[src/rtl/encoder_ram_arbiter.sv]
// encoder_ram_arbiter: shares one single-port RAM between the encoder core (ENC)
// and the host load/unload port (HOST). Round-robin per cycle, with an optional
// ENC lock for read-modify-write bursts that is bounded by a watchdog.
//
// Handshake: req acts as valid and gnt as ready. An access completes in the cycle
// where req & gnt are both high. The requester holds we/addr/wdata stable until
// then. Dropping req before gnt is legal (no cancel). Grants are combinational in
// the request cycle. A granted read returns rvalid/rdata exactly one cycle later
// on the port that issued it.
module encoder_ram_arbiter #(
  parameter int ADDR_WIDTH = 4,
  parameter int DATA_WIDTH = 8,
  parameter int LOCK_MAX   = 16
) (
  input  logic                  clk,
  input  logic                  rst,
  input  logic                  enc_req,
  input  logic                  enc_we,
  input  logic                  enc_lock,
  input  logic [ADDR_WIDTH-1:0] enc_addr,
  input  logic [DATA_WIDTH-1:0] enc_wdata,
  output logic                  enc_gnt,
  output logic                  enc_rvalid,
  output logic [DATA_WIDTH-1:0] enc_rdata,
  input  logic                  host_req,
  input  logic                  host_we,
  input  logic [ADDR_WIDTH-1:0] host_addr,
  input  logic [DATA_WIDTH-1:0] host_wdata,
  output logic                  host_gnt,
  output logic                  host_rvalid,
  output logic [DATA_WIDTH-1:0] host_rdata,
  output logic                  ram_cs,
  output logic                  ram_we,
  output logic [ADDR_WIDTH-1:0] ram_addr,
  output logic [DATA_WIDTH-1:0] ram_wdata,
  input  logic [DATA_WIDTH-1:0] ram_rdata,
  output logic                  lock_timeout,
  output logic                  arb_state    // 1 while ENC holds the lock
);

  typedef enum logic { IDLE_RR = 1'b0, ENC_LOCKED = 1'b1 } state_t;
  typedef enum logic [1:0] { OWN_NONE = 2'd0, OWN_ENC = 2'd1, OWN_HOST = 2'd2 } owner_t;

  localparam int CNT_W = $clog2(LOCK_MAX + 1);

  state_t           state, state_next;
  owner_t           owner;
  logic             last_host, last_host_next;   // 1: HOST won the most recent grant
  logic [CNT_W-1:0] lock_cnt, lock_cnt_next;
  logic             timeout_set;
  logic [DATA_WIDTH-1:0] enc_rdata_q, host_rdata_q;

  assign arb_state = (state == ENC_LOCKED);

  // Arbitration: grants, next state, lock run length and round-robin pointer.
  always_comb begin
    enc_gnt        = 1'b0;
    host_gnt       = 1'b0;
    state_next     = state;
    last_host_next = last_host;
    lock_cnt_next  = lock_cnt;
    timeout_set    = 1'b0;
    if (!rst) begin
      case (state)
        IDLE_RR: begin
          if (enc_req && host_req) begin
            enc_gnt  = last_host;
            host_gnt = !last_host;
          end else begin
            enc_gnt  = enc_req;
            host_gnt = host_req;
          end
          if (enc_gnt) begin
            last_host_next = 1'b0;
            if (enc_lock) begin
              state_next    = ENC_LOCKED;
              lock_cnt_next = CNT_W'(1);
            end
          end
          if (host_gnt) last_host_next = 1'b1;
        end
        ENC_LOCKED: begin
          // HOST is held off even when ENC is idle; any release leaves ENC as last winner.
          enc_gnt        = enc_req;
          last_host_next = 1'b0;
          if (enc_req) begin
            if (enc_lock) begin
              if (lock_cnt == CNT_W'(LOCK_MAX - 1)) begin
                state_next    = IDLE_RR;
                lock_cnt_next = '0;
                timeout_set   = 1'b1;
              end else begin
                lock_cnt_next = lock_cnt + CNT_W'(1);
              end
            end else begin
              state_next    = IDLE_RR;
              lock_cnt_next = '0;
            end
          end else if (!enc_lock) begin
            state_next    = IDLE_RR;
            lock_cnt_next = '0;
          end
        end
        default: begin
          state_next    = IDLE_RR;
          lock_cnt_next = '0;
        end
      endcase
    end
  end

  // RAM port mux: follows whichever requester is granted, quiet when none is.
  always_comb begin
    ram_cs    = enc_gnt | host_gnt;
    ram_we    = 1'b0;
    ram_addr  = '0;
    ram_wdata = '0;
    if (enc_gnt) begin
      ram_we    = enc_we;
      ram_addr  = enc_addr;
      ram_wdata = enc_wdata;
    end else if (host_gnt) begin
      ram_we    = host_we;
      ram_addr  = host_addr;
      ram_wdata = host_wdata;
    end
  end

  // Arbiter state, lock counter, round-robin pointer and sticky watchdog flag.
  always_ff @(posedge clk or posedge rst) begin
    if (rst) begin
      state        <= IDLE_RR;
      last_host    <= 1'b1;
      lock_cnt     <= '0;
      lock_timeout <= 1'b0;
    end else begin
      state     <= state_next;
      last_host <= last_host_next;
      lock_cnt  <= lock_cnt_next;
      if (timeout_set) lock_timeout <= 1'b1;
    end
  end

  // Owner tag for the read in flight; decides which port sees the returning data.
  always_ff @(posedge clk or posedge rst) begin
    if (rst) begin
      owner <= OWN_NONE;
    end else if (enc_gnt && !enc_we) begin
      owner <= OWN_ENC;
    end else if (host_gnt && !host_we) begin
      owner <= OWN_HOST;
    end else begin
      owner <= OWN_NONE;
    end
  end

  // Hold each port's last returned word so its rdata is stable between reads.
  always_ff @(posedge clk or posedge rst) begin
    if (rst) begin
      enc_rdata_q  <= '0;
      host_rdata_q <= '0;
    end else begin
      if (owner == OWN_ENC)  enc_rdata_q  <= ram_rdata;
      if (owner == OWN_HOST) host_rdata_q <= ram_rdata;
    end
  end

  assign enc_rvalid  = (owner == OWN_ENC);
  assign host_rvalid = (owner == OWN_HOST);
  assign enc_rdata   = enc_rvalid  ? ram_rdata : enc_rdata_q;
  assign host_rdata  = host_rvalid ? ram_rdata : host_rdata_q;

endmodule
[config.mk]
export PLATFORM = sky130hd
export DESIGN_NAME = encoder_ram_arbiter
export DESIGN_NICKNAME = d
export VERILOG_FILES = /design/src/rtl/encoder_ram_arbiter.sv
export SDC_FILE = /design/constraint.sdc
export NUM_CORES = 1
export LEC_CHECK = 0
export CELL_PAD_IN_SITES_DETAIL_PLACEMENT = 0
export CELL_PAD_IN_SITES_GLOBAL_PLACEMENT = 1
export CORE_MARGIN = 2
export CORE_UTILIZATION = 30
export CTS_CLUSTER_DIAMETER = 60
export DETAILED_ROUTE_END_ITERATION = 10
export HOLD_SLACK_MARGIN = 0.05
export PLACE_DENSITY_LB_ADDON = 0.1
export SLEW_MARGIN = 20
export SYNTH_ARGS = -nofsm -noshare
export SYNTH_HDL_FRONTEND = slang
export SYNTH_SLANG_ARGS = --single-unit
[constraint.sdc]
create_clock -name clk -period 4.01 [get_ports clk]
set_input_delay 0.401 -clock clk [delete_from_list [all_inputs] [get_ports clk]]
set_output_delay 0.401 -clock clk [all_outputs]
set_load 0.01 [all_outputs]
Yosys cells after proc, flatten, opt, wreduce, memory -nomap -nowiden
Index checks and enable logic that the tools add are counted.
{ "word_totals": {"wordCells": 67, "out_inout_bits": 36, "reg_bits": 26, "inputBits": 39} }
{ "op_classes": {"reduce_logical": 8, "n_addsub": 1, "n_bitwise": 3, "muxes": 41, "eq_ne": 7} }
{ "ops": {"columns": ["op", "count"], "rows": [
  ["$mux W8", 4],
  ["$mux W5", 6],
  ["$mux W1", 23],
  ["$pmux W5 S2", 1],
  ["$mux W4", 2],
  ["$ne A3 B3 Y1 const B", 2],
  ["$pmux W1 S2", 3],
  ["$add A5 B1 Y5 const B", 1],
  ["$eq A5 B4 Y1 const B", 1],
  ["$mux W2", 2],
  ["$ne A2 B2 Y1 const B", 2],
  ["$reduce_and A4 Y1", 1],
  ["$logic_and A1 B1 Y1", 3],
  ["$logic_not A1 Y1", 3],
  ["$eq A2 B1 Y1 const B", 1],
  ["$eq A2 B2 Y1 const B", 1],
  ["$not A1 Y1", 2],
  ["$reduce_and A2 Y1", 1],
  ["$or A1 B1 Y1", 1]
]} }

Longest topological paths before layout
Gate-level depths: netlist (run 1).
{ "logic_depth": {"depth_word": 9, "mapped_depth": 6, "mapped_depth_nobuf": 5} }

Worst setup path before layout (run 1)
OpenSTA, ideal clock, no wires.
{ "synth_timing": {"path_type": "input to output", "start": "in rst", "end": "out ram_addr[0]", "path_buffers": 2, "stages": 6, "path_slack_ps": 1795, "arrival_ps": 1814, "t_required_ps": 3609, "cell_sequence": "buf_2 > inv_1 > nand2b_4 > a21oi_4 > buf_4 > a22o_1"} }
{ "synth_between": {"elab_chain_len": 3, "word_cells_on_any_way": 4, "cone_classes": "4 x mux"} }
{ "synth_lines": {"columns": ["element", "line", "source"], "rows": [
  ["start: declaration", "16", "input logic rst,"],
  ["$mux W1", "63", "if (!rst) begin"],
  ["net host_gnt", "29", "output logic host_gnt,"],
  ["$mux W4", "122", "end else if (host_gnt) begin"],
  ["$mux W4", "118", "if (enc_gnt) begin"],
  ["end: declaration", "34", "output logic [ADDR_WIDTH-1:0] ram_addr,"]
]} }
The timed path passes the listed nets, and every way through them passes these cells.

Worst setup path after layout (run 1)
{ "layout_timing": {"start": "in enc_req", "end": "out ram_wdata[7]"} }
{ "layout_between": {"elab_chain_len": 8, "word_cells_on_any_way": 13, "cone_classes": "12 x mux; 1 x reduce/logical"} }
{ "layout_lines": {"columns": ["element", "line", "source"], "rows": [
  ["start: declaration", "17", "input logic enc_req,"],
  ["$logic_and A1 B1 Y1", "66", "if (enc_req && host_req) begin"],
  ["$mux W1", "66", null],
  ["$mux W1", "64", "case (state)"],
  ["$mux W1", "63", null],
  ["$mux W1", "64", null],
  ["$mux W1", "63", null],
  ["$mux W8", "122", null],
  ["$mux W8 *", "118", null],
  ["end: declaration", "35", "output logic [DATA_WIDTH-1:0] ram_wdata,"]
]} }
Mark *: on every way between the ends. The rest lies on a longest branch, timed or not. The select of a mux whose other input is x is not followed.

==> results of run 1 <==
-- area by class of cell --
cell class	count	area share
clock buffer	3	0.0193
clock inverter	1	0.0140
inverter	7	0.0123
multi-input combinational	68	0.272
sequential	26	0.304
tap	50	0.0292
timing repair buffer	75	0.349
-- stage by stage --
| stage | utilization | cells | worst slack [ps] | instance area (sq um) |
|---|---|---|---|---|
| global route | 0.524 | 230 | 1070 | 2140 |
| floorplan | - | 106 | 1790 | 1290 |
| detailed placement | 0.507 | 226 | 1160 | 2070 |
| global placement | 0.507 | 226 | 1210 | 2070 |
| finish | 0.524 | 230 | 1180 | 2140 |
| CTS | 0.524 | 230 | 1170 | 2140 |
-- cell usage in the layout, fill, tap and decap left out --
cell type                         netlist  final
sky130_fd_sc_hd__clkdlybuf4s50_1        0     74
sky130_fd_sc_hd__dfrtp_1               25     25
sky130_fd_sc_hd__a22o_1                10     10
sky130_fd_sc_hd__mux2_2                 8      8
sky130_fd_sc_hd__mux2_1                 8      8
sky130_fd_sc_hd__inv_1                  6      6
sky130_fd_sc_hd__a21oi_1                6      6
sky130_fd_sc_hd__o21ai_0                4      4
sky130_fd_sc_hd__a22o_2                 3      3
sky130_fd_sc_hd__nor2_1                 3      3
sky130_fd_sc_hd__clkbuf_8               0      3
sky130_fd_sc_hd__o21a_1                 2      2
sky130_fd_sc_hd__nand2b_4               2      2
sky130_fd_sc_hd__and2b_1                2      2
sky130_fd_sc_hd__nand3_1                2      2
sky130_fd_sc_hd__inv_2                  1      1
sky130_fd_sc_hd__o21a_2                 1      1
sky130_fd_sc_hd__and4b_1                1      1
sky130_fd_sc_hd__o311ai_0               1      1
sky130_fd_sc_hd__nand4_1                1      1
sky130_fd_sc_hd__mux2i_1                1      1
sky130_fd_sc_hd__nor2_2                 1      1
sky130_fd_sc_hd__nor3_4                 1      1
sky130_fd_sc_hd__a21oi_4                1      1
sky130_fd_sc_hd__nor2b_1                1      1
sky130_fd_sc_hd__nand2b_1               1      1
sky130_fd_sc_hd__a31o_2                 1      1
sky130_fd_sc_hd__a21boi_1               1      1
sky130_fd_sc_hd__a21o_1                 1      1
sky130_fd_sc_hd__nor4_1                 1      1
sky130_fd_sc_hd__a31oi_1                1      1
sky130_fd_sc_hd__nand2_1                1      1
sky130_fd_sc_hd__o31ai_1                1      1
sky130_fd_sc_hd__ha_1                   1      1
sky130_fd_sc_hd__bufinv_16              0      1
sky130_fd_sc_hd__dfstp_2                1      1
sky130_fd_sc_hd__buf_4                  1      1
-- flip-flops by register name, summed over array words and instances (netlist names) --
| name | cells |
|---|---|
| arb_state | 1 |
| enc_rdata_q | 8 |
| host_rdata_q | 8 |
| last_host | 1 |
| lock_cnt | 5 |
| lock_timeout | 1 |
| owner | 2 |
-- power groups by stage --
stage / sequential, mW / clock (mW) / combinational [mW]
global placement: 0.363 / 0 / 0.367
CTS: 0.362 / 0.222 / 0.373
finish: 0.361 / 0.213 / 0.368
detailed placement: 0.367 / 0 / 0.372
floorplan: 0.359 / 0 / 0.167
global route: 0.371 / 0.232 / 0.396
-- metal layers --
layer / up-vias / global-route usage / part of all wire
li1: 536 / - / -
met1: 544 / 0.162 / 0.41
met2: 31 / 0.259 / 0.54
met3: 0 / 0.0378 / 0.052
met4: 0 / 0.0192 / 0
met5: - / 0 / 0
-- worst max-delay path by stage --
| stage | to | slack (ps) | cells past startpoint |
|---|---|---|---|
| after floorplan | ram_addr[0] | 1790 | 6 |
| after global placement | ram_wdata[4] | 1210 | 5 |
| after detailed placement | ram_wdata[7] | 1160 | 5 |
| after CTS | ram_wdata[7] | 1170 | 5 |
| after global routing | ram_wdata[3] | 1070 | 5 |
| final | ram_wdata[7] | 1180 | 5 |
-- logic make-up (layout without fill, tap and decap cells) --
| kind of cell | after synthesis | after routing | synth area share |
|---|---|---|---|
| adder cells (fa/ha/maj) | 1 | 1 | 0.00967 |
| AO/OA/AOI/OAI | 33 | 33 | 0.196 |
| flip-flops | 26 | 26 | 0.504 |
| AND/OR/NAND/NOR | 17 | 17 | 0.0967 |
| multiplexers | 17 | 17 | 0.147 |
| buffers and inverters | 12 | 86 | 0.0464 |
==> impl_metrics.env, run 1 <==
export IMPL_ant_nets=0
export IMPL_cts_resized=0
export IMPL_share_of_synthesized_area_occupied_by_flip_flops_and_latches=0.504
export IMPL_height_of_the_die_um=69.7
export IMPL_finalSetupViolCount=0
export IMPL_fp_coreArea_sq_um=4090
export IMPL_path_cells="clkdlybuf4s50_1 -> inv_2 -> nor3_4 -> a22o_2 -> clkdlybuf4s50_1"
export IMPL_fillers=368
export IMPL_leading_post_synthesis_cells_by_cell_area="sky130_fd_sc_hd__dfrtp_1 (48%), sky130_fd_sc_hd__mux2_1 (7.0%), sky130_fd_sc_hd__mux2_2 (7.0%), sky130_fd_sc_hd__a22o_1 (6.8%), sky130_fd_sc_hd__a21oi_1 (2.3%)"
export IMPL_first_iter_violations=29
export IMPL_largest_area_contributor_in_the_netlist="sky130_fd_sc_hd__dfrtp_1"
export IMPL_totalNegativeSetupSlack_ps=0
export IMPL_effective_utilization_at_floorplan=0.317
export IMPL_numPortBuffers=74
export IMPL_fraction_of_final_layout_cells_sized_beyond_drive_strength_1=0.139
export IMPL_post_detailed_placement_half_perimeter_wirelength_mm=2.62
export IMPL_netSwitchingFraction=0.269
export IMPL_clk_transition_reported_paths_ps=80
export IMPL_register_bit_total_from_synthesis=26
export IMPL_maximum_capacitance_violations=0
export IMPL_fin_worst_hold_slack_ps=484
export IMPL_class_of_the_most_critical_setup_path="primary input to output pin"
export IMPL_timing_critical_path_slowest_stage_cell="sky130_fd_sc_hd__clkdlybuf4s50_1"
export IMPL_internal_portion_of_total_power_mw=0.689
export IMPL_design_die_area_sq_um=4850
export IMPL_timing_critical_path_mode_cell="sky130_fd_sc_hd__clkdlybuf4s50_1"
export IMPL_antenna_cells_inserted=0
export IMPL_cts_buffer_depth=2
export IMPL_min_period_ps=2830
export IMPL_worstHoldPathType="flip-flop to flip-flop"
export IMPL_detailroute_via_count=1111
export IMPL_total_leakage_power_nw=0.896
export IMPL_grt_antenna_before_repair=0
export IMPL_fin_skew_ps=5.27
export IMPL_timing_fmax_ghz=0.353
export IMPL_synth_yosys_warnings=0
export IMPL_grt_usage=0.139
export IMPL_seqCellArea_sq_um=652
export IMPL_cts_max_level=1
export IMPL_final_max_slew_viol_count=0
export IMPL_die_w_um=69.7
export IMPL_final_min_period_over_clock_period=0.707
export IMPL_root_buffer_master="sky130_fd_sc_hd__clkbuf_8"
export IMPL_run_status="complete, no violations"
export IMPL_critical_path_max_stage_delay_ps=660
export IMPL_seqPwrFrac=0.383
export IMPL_rows=23
export IMPL_postCtsSetupBuffers=0
export IMPL_power_density_nw_per_um2=440
export IMPL_number_of_global_route_vias_before_repair=1149
export IMPL_synth_largest_type_area_fraction=0.484
export IMPL_power_net_switching_mw=0.254
export IMPL_setup_worst_path_start_class="primary input"
export IMPL_vdd_ir_drop_worst_mv=0.207
export IMPL_grt_setup_unrepaired="false"
export IMPL_boundaryPins=75
export IMPL_power_share_combinational=0.390
export IMPL_syn_mean_instance_area_sq_um=12.2
export IMPL_postRouteWirelength_mm=3.34
export IMPL_place_congestion=0.757
export IMPL_worst_endpoint_required_time_ps=3610
export IMPL_setup_worst_path_start="enc_req"
export IMPL_min_delay_worst_endpoint="lock_timeout$_DFFE_PP0P_"
export IMPL_async_reset_ff_frac=1.00
export IMPL_clock_tree_from_tritoncts="yes"
export IMPL_cts_inserted_buffers=3
export IMPL_wp_buf_inv=3
export IMPL_post_cts_hold_buffer_count=0
export IMPL_areaGrowthSynthToFinish_pct=65.6
export IMPL_detail_route_vias_per_cell=4.83
export IMPL_p_total_mw=0.943
export IMPL_grt_pass1_wl_mm=5.58
export IMPL_final_hold_violation_count=0
export IMPL_synthFlopType="sky130_fd_sc_hd__dfrtp_1"
export IMPL_ys_types=36
export IMPL_detailedRoute_firstPassIterationCount=4
export IMPL_r2r_start="owner[1]$_DFF_PP0_"
export IMPL_worstReg2RegEnd="enc_rdata_q[6]$_DFF_PP0_"
export IMPL_synth_top_cells_by_count="sky130_fd_sc_hd__dfrtp_1 (25), sky130_fd_sc_hd__a22o_1 (10), sky130_fd_sc_hd__mux2_1 (8), sky130_fd_sc_hd__mux2_2 (8)"
export IMPL_worstHoldPathCells=1
export IMPL_arrival_ps=2430
export IMPL_power_frac_clock=0.226
export IMPL_numClockSinks=26
export IMPL_drt_wirelength_per_cell_um=14.5
export IMPL_synth_most_common_cell="sky130_fd_sc_hd__dfrtp_1"
export IMPL_synth_cell_area_sq_um=1290
export IMPL_drc=0
export IMPL_postSynthCellCount=106
export IMPL_multiInputGateArea_sq_um=582
export IMPL_worstMarginPinSlew_ps=843
export IMPL_regToRegSetupSlack_ps=2430
export IMPL_critPathCaptureType="output pin"
export IMPL_worst_path_dominant_cell_family="buffers and inverters"
export IMPL_path_max_fanout=15
export IMPL_r2r_worst_path_cells=2
export IMPL_timing_slew_headroom=0.437
export IMPL_nNetsFinal=221
export IMPL_synth_edff_count=0
export IMPL_synth_fp_nets=146
export IMPL_worst_skew_pair_late_latency_ps=270
export IMPL_maximum_number_of_pins_on_one_net_before_global_route_repair=27
export IMPL_global_route_overflow_total=0
export IMPL_timing_hold_worst_start="lock_timeout$_DFFE_PP0P_"
(Power assumes the default switching activity.)
==> run 2, diff against run 1 <==
Settings changed: CORE_UTILIZATION 30 to 28.
Clock period 4.01 ns to 2.8 ns, I/O delays scaled along.
==> run 2 against run 1 <==
Effect of this change: via count rose by 0.72%; clock skew down 2.1 ps; utilization fell by 3.5 points; first-iteration DRC count increased by 69%; largest cell class unchanged; setup slack got worse by 850 ps; highest routed layer is now met4; critical path depth down 1; sequential cell count stayed put.
==> impl_metrics.env, run 2 (synthesis results as in run 1) <==
export IMPL_run_status="complete, no violations"
export IMPL_clock_tree_from_tritoncts="yes"
export IMPL_vdd_ir_drop_worst_mv=0.210
export IMPL_worstHoldPathType="flip-flop to flip-flop"
export IMPL_arrival_ps=2200
export IMPL_detail_route_vias_per_cell=4.78
export IMPL_timing_slew_headroom=0.645
export IMPL_boundaryPins=75
export IMPL_grt_pass1_wl_mm=5.26
export IMPL_timing_fmax_ghz=0.404
export IMPL_final_hold_violation_count=0
export IMPL_areaGrowthSynthToFinish_pct=66.9
export IMPL_total_leakage_power_nw=0.906
export IMPL_final_max_slew_viol_count=0
export IMPL_detailedRoute_firstPassIterationCount=4
export IMPL_power_frac_clock=0.227
export IMPL_grt_setup_unrepaired="false"
export IMPL_final_min_period_over_clock_period=0.884
export IMPL_power_density_nw_per_um2=627
export IMPL_power_share_combinational=0.391
export IMPL_critPathCaptureType="output pin"
export IMPL_seqPwrFrac=0.382
export IMPL_worst_endpoint_required_time_ps=2520
export IMPL_number_of_global_route_vias_before_repair=1140
export IMPL_maximum_capacitance_violations=0
export IMPL_effective_utilization_at_floorplan=0.293
export IMPL_height_of_the_die_um=72.0
export IMPL_fraction_of_final_layout_cells_sized_beyond_drive_strength_1=0.148
export IMPL_drt_wirelength_per_cell_um=13.5
export IMPL_nNetsFinal=223
export IMPL_antenna_cells_inserted=0
export IMPL_cts_inserted_buffers=3
export IMPL_design_die_area_sq_um=5180
export IMPL_path_max_fanout=15
export IMPL_cts_resized=0
export IMPL_class_of_the_most_critical_setup_path="primary input to output pin"
export IMPL_cts_max_level=1
export IMPL_fin_skew_ps=3.14
export IMPL_netSwitchingFraction=0.270
export IMPL_finish_cell_count_without_fillers=234
export IMPL_numPortBuffers=74
export IMPL_post_detailed_placement_half_perimeter_wirelength_mm=2.52
export IMPL_die_w_um=72.0
export IMPL_internal_portion_of_total_power_mw=0.988
export IMPL_root_buffer_master="sky130_fd_sc_hd__clkbuf_8"
export IMPL_setup_worst_path_start_class="primary input"
export IMPL_worstMarginPinSlew_ps=531
export IMPL_fillers=379
export IMPL_rows=24
export IMPL_most_frequent_cells_in_the_layout="sky130_fd_sc_hd__clkdlybuf4s50_1 (74), sky130_fd_sc_hd__dfrtp_1 (25), sky130_fd_sc_hd__a22o_1 (10), sky130_fd_sc_hd__mux2_2 (8), sky130_fd_sc_hd__mux2_1 (8)"
export IMPL_drc=0
export IMPL_post_cts_hold_buffer_count=0
export IMPL_fp_coreArea_sq_um=4410
export IMPL_min_period_ps=2480
export IMPL_postCtsSetupBuffers=0
export IMPL_first_iter_violations=49
export IMPL_finalSetupViolCount=0
export IMPL_place_congestion=0.698
export IMPL_grt_usage=0.130
export IMPL_cts_buffer_depth=2
export IMPL_numClockSinks=26
export IMPL_totalNegativeSetupSlack_ps=0
export IMPL_grt_antenna_before_repair=0
export IMPL_power_net_switching_mw=0.365
export IMPL_clk_transition_reported_paths_ps=90
export IMPL_ant_nets=0
export IMPL_mostFrequentLayoutCell="sky130_fd_sc_hd__clkdlybuf4s50_1"
export IMPL_largest_registers="enc_rdata_q x8, host_rdata_q x8, lock_cnt x5"
export IMPL_worst_skew_pair_late_latency_ps=270
export IMPL_global_route_overflow_total=0
export IMPL_detailroute_via_count=1119
export IMPL_postRouteWirelength_mm=3.16
export IMPL_maximum_number_of_pins_on_one_net_before_global_route_repair=27
export IMPL_placed_cells=230
==> run 2: path summary, 6_finish.rpt <==
kind | start | to | slack (ps) | cells after the start
min | lock_timeout$_DFFE_PP0P_ | lock_timeout$_DFFE_PP0P_ | 470 | 1
min in group asynchronous | rst | owner[0]$_DFF_PP0_ | 730 | 3
min reg2reg | lock_timeout$_DFFE_PP0P_ | lock_timeout$_DFFE_PP0P_ | 470 | 1
max reg2reg | lock_cnt[0]$_DFFE_PP0P_ | lock_cnt[0]$_DFFE_PP0P_ | 1350 | 4
max in group asynchronous | rst | last_host$_DFFE_PP1P_ | 1790 | 3
max | rst | ram_wdata[2] | 320 | 4
==> run 2: metal layers <==
layer	vias to the layer above	share of wire	global-route usage
met3	5	0.11	0.0472
met2	60	0.48	0.215
li1	537	-	-
met1	517	0.39	0.150
met5	-	0	0
met4	0	0.020	0.0629
==> run 2: power by group through the flow <==
stage          logic [mW]  clock network, mW  registers, mW
2_1_floorplan       0.239                  0          0.513
3_3_place_gp        0.529                  0          0.520
3_5_place_dp        0.537                  0          0.526
4_1_cts             0.539              0.318          0.519
5_1_grt             0.572              0.336          0.533
6_report            0.529              0.308          0.516
==> run 2: metrics by stage <==
step	util	total power, mW	instance area [sq um]	setup slack (ps)	hold slack, ps
global placement	0.473	1.05	2090	299	446
floorplan	-	0.753	1290	827	414
finish	0.489	1.35	2160	325	475
global route	0.489	1.44	2160	134	498
detailed placement	0.473	1.06	2090	293	467
CTS	0.489	1.38	2160	277	485
==> run 2: final cells by class <==
type | instances | area [sq um] | area share
repair buffers | 77 | 763 | 0.353
flip-flops and latches | 26 | 652 | 0.302
multi-input cells | 68 | 582 | 0.269
well taps | 52 | 65.1 | 0.0301
clock buffers | 3 | 41.3 | 0.0191
clock inverters | 1 | 30.0 | 0.0139
inverters | 7 | 26.3 | 0.0122
==> run 2: worst max-delay path, stage by stage <==
cell,delay (ps)
sky130_fd_sc_hd__clkdlybuf4s50_1,580
sky130_fd_sc_hd__nor3_4,560
sky130_fd_sc_hd__a22o_1,220
sky130_fd_sc_hd__clkdlybuf4s50_1,550
==> run 3, diff against run 2 <==
Settings changed: SKIP_CTS_REPAIR_TIMING from default to 1.
==> results of run 3 <==
No change in the layout: final DEF, timing and power equal those of run 2.
